===== src/rtl/health_pkg.sv =====
// Shared types for the health-monitor report path: record layout, categories
// and the transmit framing FSM states.
package health_pkg;

  typedef enum logic [1:0] {
    UNDER  = 2'd0,
    NORMAL = 2'd1,
    OVER   = 2'd2,
    OBESE  = 2'd3
  } hc_e;

  typedef struct packed {
    hc_e        hc;
    logic [5:0] bmi;
  } bmi_rec_t;

  localparam logic [7:0] HDR_BYTE_DFLT = 8'hA5;

  typedef enum logic [1:0] {
    ST_IDLE,
    ST_HDR,
    ST_DATA,
    ST_CSUM
  } tx_state_e;

endpackage


===== src/rtl/health_fifo.sv =====
// Synchronous FIFO with registered full/empty flags; a pop on the same edge
// frees a slot, so push is accepted even when full.
module health_fifo #(
  parameter int unsigned DEPTH = 4,
  parameter int unsigned W     = 8
) (
  input  logic         clk,
  input  logic         rst,
  input  logic         push,
  input  logic [W-1:0] din,
  input  logic         pop,
  output logic [W-1:0] head_c,
  output logic         full,
  output logic         empty
);

  localparam int unsigned AW = (DEPTH > 1) ? $clog2(DEPTH) : 1;
  localparam int unsigned CW = AW + 1;

  logic [W-1:0]  mem [DEPTH];
  logic [AW-1:0] wr_ptr;
  logic [AW-1:0] rd_ptr;
  logic [CW-1:0] cnt_q;
  logic [CW-1:0] cnt_d;
  logic          do_push;
  logic          do_pop;

  assign do_pop  = pop & ~empty;
  assign do_push = push & (~full | do_pop);
  assign cnt_d   = cnt_q + CW'(do_push) - CW'(do_pop);
  assign head_c  = mem[rd_ptr];

  always_ff @(posedge clk) begin
    if (rst) begin
      wr_ptr <= '0;
      rd_ptr <= '0;
      cnt_q  <= '0;
      full   <= 1'b0;
      empty  <= 1'b1;
    end else begin
      if (do_push) wr_ptr <= wr_ptr + AW'(1);
      if (do_pop)  rd_ptr <= rd_ptr + AW'(1);
      cnt_q <= cnt_d;
      full  <= (cnt_d == CW'(DEPTH));
      empty <= (cnt_d == '0);
    end
  end

  // Storage carries no reset; validity is tracked by the pointers.
  always_ff @(posedge clk) begin
    if (do_push) mem[wr_ptr] <= din;
  end

endmodule


===== src/rtl/health_report_tx.sv =====
// Buffers BMI results from the monitor and serializes each as a
// header/data/checksum byte frame, with category and drop statistics.
module health_report_tx
  import health_pkg::*;
#(
  parameter int unsigned DEPTH    = 4,
  parameter logic [7:0]  HDR_BYTE = HDR_BYTE_DFLT,
  parameter int unsigned CNT_W    = 16
) (
  input  logic             clk,
  input  logic             rst,
  input  logic             valid_i,
  input  logic [5:0]       bmi_ratio,
  input  logic [1:0]       hc_indicator,
  output logic             tx_valid,
  output logic [7:0]       tx_data,
  output logic             tx_last,
  input  logic             tx_ready,
  input  logic             clr_stats,
  input  logic [1:0]       cat_sel,
  output logic [CNT_W-1:0] cat_count,
  output logic             overflow,
  output logic [7:0]       drop_cnt
);

  tx_state_e        state_q;
  tx_state_e        state_d;
  bmi_rec_t         in_q;
  logic             in_vld_q;
  bmi_rec_t         head;
  bmi_rec_t         hold_q;
  bmi_rec_t         hold_d;
  logic             fifo_full;
  logic             fifo_empty;
  logic             pop;
  logic             hs;
  logic             drop;
  logic [7:0]       data_d;
  logic             tx_valid_d;
  logic [7:0]       tx_data_d;
  logic             tx_last_d;
  logic [CNT_W-1:0] cat_q [4];

  // Input capture register decouples the monitor's timing from the FIFO.
  always_ff @(posedge clk) begin
    if (rst) begin
      in_vld_q <= 1'b0;
      in_q     <= '0;
    end else begin
      in_vld_q <= valid_i;
      in_q.hc  <= hc_e'(hc_indicator);
      in_q.bmi <= bmi_ratio;
    end
  end

  health_fifo #(
    .DEPTH (DEPTH),
    .W     ($bits(bmi_rec_t))
  ) u_fifo (
    .clk    (clk),
    .rst    (rst),
    .push   (in_vld_q),
    .din    (in_q),
    .pop    (pop),
    .head_c (head),
    .full   (fifo_full),
    .empty  (fifo_empty)
  );

  assign hs   = tx_valid & tx_ready;
  assign drop = in_vld_q & fifo_full & ~pop;

  // Next-state logic; tx outputs are registered from the next state so a
  // byte is presented on the same edge the FSM enters its state.
  always_comb begin
    state_d    = state_q;
    pop        = 1'b0;
    tx_valid_d = 1'b0;
    tx_data_d  = 8'h00;
    tx_last_d  = 1'b0;
    unique case (state_q)
      ST_IDLE: begin
        if (!fifo_empty) begin
          pop     = 1'b1;
          state_d = ST_HDR;
        end
      end
      ST_HDR:  if (hs) state_d = ST_DATA;
      ST_DATA: if (hs) state_d = ST_CSUM;
      ST_CSUM: begin
        if (hs) begin
          if (!fifo_empty) begin
            pop     = 1'b1;
            state_d = ST_HDR;
          end else begin
            state_d = ST_IDLE;
          end
        end
      end
      default: state_d = ST_IDLE;
    endcase

    hold_d = pop ? head : hold_q;
    data_d = 8'(hold_d);
    unique case (state_d)
      ST_HDR: begin
        tx_valid_d = 1'b1;
        tx_data_d  = HDR_BYTE;
      end
      ST_DATA: begin
        tx_valid_d = 1'b1;
        tx_data_d  = data_d;
      end
      ST_CSUM: begin
        tx_valid_d = 1'b1;
        tx_data_d  = HDR_BYTE ^ data_d;
        tx_last_d  = 1'b1;
      end
      default: ;
    endcase
  end

  always_ff @(posedge clk) begin
    if (rst) begin
      state_q  <= ST_IDLE;
      hold_q   <= '0;
      tx_valid <= 1'b0;
      tx_data  <= 8'h00;
      tx_last  <= 1'b0;
    end else begin
      state_q  <= state_d;
      hold_q   <= hold_d;
      tx_valid <= tx_valid_d;
      tx_data  <= tx_data_d;
      tx_last  <= tx_last_d;
    end
  end

  // Statistics: a clear on the same edge overrides any sample or drop.
  always_ff @(posedge clk) begin
    if (rst || clr_stats) begin
      for (int i = 0; i < 4; i++) cat_q[i] <= '0;
      drop_cnt <= 8'h00;
      overflow <= 1'b0;
    end else begin
      for (int i = 0; i < 4; i++) begin
        if (valid_i && hc_indicator == 2'(i) && cat_q[i] != '1)
          cat_q[i] <= cat_q[i] + CNT_W'(1);
      end
      if (drop && drop_cnt != 8'hFF) drop_cnt <= drop_cnt + 8'd1;
      if (drop) overflow <= 1'b1;
    end
  end

  assign cat_count = cat_q[cat_sel];

endmodule


===== config.mk =====
export PLATFORM = sky130hd
export DESIGN_NAME = health_report_tx
export DESIGN_NICKNAME = d
export VERILOG_FILES = /design/src/rtl/health_pkg.sv /design/src/rtl/health_fifo.sv /design/src/rtl/health_report_tx.sv
export SDC_FILE = /design/constraint.sdc
export NUM_CORES = 1
export LEC_CHECK = 0
export CAP_MARGIN = 40
export CORE_UTILIZATION = 35
export CTS_BUF_LIST = sky130_fd_sc_hd__clkbuf_16
export DETAILED_ROUTE_END_ITERATION = 10
export GPL_TIMING_DRIVEN = 0
export HOLD_SLACK_MARGIN = 0.08
export SYNTH_ARGS = -nofsm -noshare
export SYNTH_HDL_FRONTEND = slang
export SYNTH_SLANG_ARGS = --single-unit

===== constraint.sdc =====
create_clock -name clk -period 6.3 [get_ports clk]
set_input_delay 1.575 -clock clk [delete_from_list [all_inputs] [get_ports clk]]
set_output_delay 1.575 -clock clk [all_outputs]
set_load 0.02 [all_outputs]

==> Word-level counts from Yosys, hierarchy flattened <==
Memories as Yosys holds them, arrays and structs flattened. A register that Yosys moved wholly into a read port is not among the register bits.
Index checks and enable logic that the tools add are counted.
{ "totals": {"reg_bits": 47, "ram_bits": 96, "memories": 2, "out_inout_bits": 35, "input_bits": 15} }
{ "classes": {"n_reduce_logical": 14, "muxes": 35, "n_bitwise": 14, "add_sub_neg": 9, "eq_ne": 15} }
{ "mem_list": {"columns": ["name", "depth", "word_bits", "rd", "rd_ports_with_merged_regs", "wr", "line", "text"], "rows": [
  ["cat_q", 4, 16, 5, 0, 4, "health_report_tx.sv:42", "logic [CNT_W-1:0] cat_q [4];"],
  ["u_fifo.mem", 4, 8, 1, 1, 1, "health_fifo.sv:20", "logic [W-1:0] mem [DEPTH];"]
]} }
{ "op_table": {"columns": ["op", "n"], "rows": [
  ["$add 16x1->16 const B", 4],
  ["$mux 16", 4],
  ["$ne 16x16->1 const B", 4],
  ["$pmux 8 s3", 1],
  ["$mux 1", 21],
  ["$eq 2x2->1 const B", 6],
  ["$mux 2", 6],
  ["$logic_and 1x1->1", 9],
  ["$add 8x1->8 const B", 1],
  ["$mux 8", 1],
  ["$ne 8x8->1 const B", 1],
  ["$pmux 2 s4", 1],
  ["$eq 2x1->1 const B", 3],
  ["$and 1x1->1", 5],
  ["$or 1x1->1", 5],
  ["$add 2x1->2 const B", 2],
  ["$logic_not 2->1", 2],
  ["$not 4->4", 1],
  ["$add 3x1->3", 1],
  ["$eq 3x3->1 const B", 1],
  ["$logic_not 3->1", 1],
  ["$not 1->1", 3],
  ["$reduce_or 3->1", 1],
  ["$sub 3x1->3", 1],
  ["other kinds (2)", 2]
]} }

==> Depth between registers and ports, before layout <==
{ "depth": {"depth_word": 9, "mapped_depth": 13, "mapped_depth_nobuf": 12} }

==> Modules after synthesis <==
A second synthesis with hierarchy kept.
{ "hier_totals": {"hier_cells": 596, "hier_area_um2": 7083.0} }
{ "modules_own_cells": {"columns": ["module", "area_each_um2", "instances", "cells_each", "seq_area_each_um2"], "rows": [
  ["health_report_tx", 5405.2, 1, 503, 2682.6],
  ["health_fifo", 1677.9, 1, 93, 1181.1]
]} }

==> Worst setup path after synthesis <==
No wires, ideal clock.
{ "synth_path": {"path_kind": "input -> output", "start": "input cat_sel[1]", "end": "output cat_count[10]", "stages": 3, "slack_ns": 1.883, "path_buffers": 2, "t_arrival_ns": 2.842, "required_ns": 4.725, "cell_sequence": "clkbuf_1 buf_2 mux4_2"} }
{ "synth_via": {"elab_chain_cells": 1} }
{ "synth_lines": {"columns": ["item", "line", "text"], "rows": [
  ["start: declaration", "health_report_tx.sv:20", "input logic [1:0] cat_sel,"],
  ["$mem_v2 4x16", null, null],
  ["end: declaration", "health_report_tx.sv:21", "output logic [CNT_W-1:0] cat_count,"]
]} }
Every way passes these cells.

==> Worst setup path in the final report <==
{ "layout_path": {"start": "input cat_sel[1]", "end": "output cat_count[14]"} }
Same word-level chain as after synthesis.

==> key figures <==
Synth
  • Unique masters post-synth: 54
  • Async S/R FF share, synth: 0%
  • Mux share of post-synthesis cell area: 8.42%
  • Area leader, netlist: edfxtp_1
  • Post-synth top flop: edfxtp_1
  • Synth Area in Adders: 3.10%
  • Simple-Gate Fraction of Synth Area: 16.9%
  • Post-synth top area share: 40.6%
  • Yosys reg bits: 145
  • Synth Area in XOR/XNOR: 5.92%
  • Area of the mapped netlist: 7100 sq um
  • YS warnings: 0
  • Main combinational cell family by area after synthesis: simple AND/OR/NAND/NOR gates
  • Synth top area cells: edfxtp_1 (41%), dfxtp_1 (14%), mux4_2 (7.0%)
  • Gate Count Post-Synth: 613
  • Avg Synthesized Cell Area: 11.6 sq um
  • Syn_nets: 645
  • Post-synth EDFFs: 96
  • Synth Area in Compound Gates: 8.35%
  • Post-synthesis sequential area ratio: 54.4%

Route
  • Via count: 5,062
  • DR iter-0 viols: 279
  • Drt total wl: 15.7 mm
  • Post-route ant nets: 0
  • Drt first pass iters: 5
  • DR WL/cell: 16.4 microns
  • Via/cell ratio: 5.29
  • DRC viols: 0

Cells and area
  • Fin nets: 711
  • Non-Filler Instances: 957
  • Multi-input gate area: 3030 sq um
  • Area growth syn-to-layout: 19.1%
  • Seq. cell area: 3860 sq um
  • Final Util: 43.1%
  • Layout cells sized above 1: 10.3%
  • Inserted Diodes: 0
  • FILL cells: 1,916

Global routing
  • Met3 Use GR: 4.37%
  • Initial antenna violation count: 0
  • Busiest grt layer: met2
  • Pin count of the biggest net entering global routing: 17
  • Grt met1 use: 19.4%
  • Overflow after GRT: 0
  • Vias in the first global route: 4,964
  • First-pass GRT wire length: 25.4 mm
  • All-Layer GR Usage: 16.1%
  • Met2 Use GR: 27.1%

Power and ir drop
  • Pwr/cell area: 306 nW/um^2
  • Leak: 2.80 nW
  • Peak VDD IR: 0.184 mV

Job
  • Max-Cap Viols: 0

Setup path
  • CP required: 4.72 ns
  • Reg2reg path depth: 13
  • FF-to-FF setup slack: 3.33 ns
  • Crit path launch type: primary input
  • Crit path capture type: output port
  • Worst Path Max Fanout: 10
  • CP Data Arrival Time: 3.53 ns
  • Critical path class: primary input to output port

Timing
  • Worst-Margin Slew: 0.757 ns
  • Fmax: 0.196 GHz
  • Setup_tns: 0 ns
  • Final number of setup-violating endpoints: 0
  • Final min period: 5.10 ns
  • Slew margin rel.: 49.4%
  • Final hold vios: 0
  • Setup Skew: 0.00901 ns
  • Pins Over Slew Limit: 0
  • Final Cycle Share: 81.0%
  • RSZ-0062 raised after global routing: no

Clocking
  • Clock root cell: clkbuf_16
  • H-Tree Level Count: 4
  • Clk buf depth: 2
  • Clk_lat worst skew: 0.42 ns
  • # hold bufs at CTS: 0
  • Postcts setup bufs: 0
  • CTS tree: done
  • CTS Buf Count: 17
  • Clock Sinks: 145
  • Post-CTS resize count: 0
  • Worst-path clk slew: 0.06 ns

Floorplanning
  • Width of the die: 144 microns
  • I/O pins: 50
  • Cell Rows: 51
  • Starting Density: 36.1%
  • Die height: 144 microns
  • Core Area: 19,700 sq um
  • Die area: 20,900 sq um

Min path
  • Min-Delay Path Depth: 0
  • Worst Hold Class: flop to flop

Place
  • Buffers on Ports: 47
  • RD Place Congestion: 0.874
  • Dpl hpwl: 11.4 mm
  • Placed insts: 925

Outcome
  • Run status: finished clean
## path summary, 6_finish.rpt
kind	startpoint	end
worst max-delay path	cat_sel[1]	cat_count[14]
worst min-delay path	in_q[4]	u_fifo.mem[2][4]
worst max register to register	state_q[0]	u_fifo.full
worst min register to register	in_q[4]	u_fifo.mem[2][4]
## power breakdown
group,switching (W),total [W],leakage (nW),internal (W)
clock,0.000425,0.000941,0.266,0.000516
sequential,0.0000625,0.00116,1.42,0.00110
combinational,0.000272,0.000486,1.12,0.000214
## layout make-up
cell class | instances | area share (%)
flip-flops and latches | 145 | 45.7
multi-input cells | 418 | 35.8
clock inverters | 15 | 1.54
well taps | 265 | 3.92
clock buffers | 17 | 5.03
inverters | 27 | 1.20
plain buffers | 23 | 1.29
repair buffers | 47 | 5.56
## Yosys cell counts (4+ instances only)
master / instances
edfxtp_1: 96
nor2_1: 71
dfxtp_1: 49
nand3_1: 43
xnor2_1: 32
nand2_1: 30
a21oi_1: 28
inv_1: 27
o21ai_0: 25
mux4_2: 22
ha_1: 16
xor2_1: 16
clkbuf_1: 15
or3_1: 15
and3_1: 13
nand4_1: 11
nor2b_1: 11
nor4_1: 10
nor3_1: 9
o31ai_1: 7
and2_1: 6
mux2i_1: 5
a21o_1: 4
a221oi_1: 4
## placed cells by master (no fill, tap or decap), drive strengths merged, types with 7 or more instances in the layout
| master | n |
|---|---|
| clkdlybuf4s50 | 47 |
| clkbuf | 32 |
| nor2b | 11 |
| ha | 16 |
| buf | 8 |
| o31ai | 7 |
| and3 | 13 |
| edfxtp | 96 |
| nand3 | 44 |
| mux4 | 24 |
| xnor2 | 32 |
| dfxtp | 49 |
| inv | 33 |
| o21ai | 25 |
| nor3 | 9 |
| a21oi | 28 |
| nor4 | 10 |
| nand4 | 12 |
| or3 | 16 |
| nor2 | 71 |
| xor2 | 16 |
| nand2 | 30 |
## registers in the layout, summed over array words and instances (netlist names), named ones only
| signal | cells |
|---|---|
| state_q | 2 |
| u_fifo.wr_ptr | 2 |
| u_fifo.empty | 1 |
| tx_data | 8 |
| drop_cnt | 8 |
| tx_last | 1 |
| u_fifo.mem | 32 |
| u_fifo.cnt_q | 3 |
| in_q | 8 |
| overflow | 1 |
| in_vld_q | 1 |
| tx_valid | 1 |
| cat_q | 64 |
| hold_q | 8 |
| u_fifo.full | 1 |
| u_fifo.rd_ptr | 2 |
## stage by stage
stage	hold slack, ns	total power, W	instance area (sq um)	setup slack (ns)
2_1_floorplan	0.438	0.00151	7100	1.88
3_3_place_gp	0.446	0.00165	7910	1.21
3_5_place_dp	0.464	0.00167	7910	1.20
4_1_cts	0.478	0.00261	8460	1.17
5_1_grt	0.499	0.00272	8460	1.07
6_report	0.476	0.00259	8460	1.20
## layer usage
layer  up-vias  wire [microns]
li1       2411               -
met1      2504            6810
met4         0             275
met5         -               0
met3        20             868
met2       127            7760
## worst max-delay path, cell delays in order
cell,delay (ns)
clkbuf_1,0.36
buf_2,0.41
mux4_2,0.61
clkdlybuf4s50_1,0.57
## cell families after synthesis
| logic type | count (synthesis) |
|---|---|
| DFF | 145 |
| buffers and inverters | 50 |
| xor gates and xnor gates | 48 |
| AOI/OAI and AO/OA | 88 |
| and+or+nand+nor | 236 |
| muxes | 29 |
| adders and majority gates | 17 |
Power figures use the tool's default switching activity.
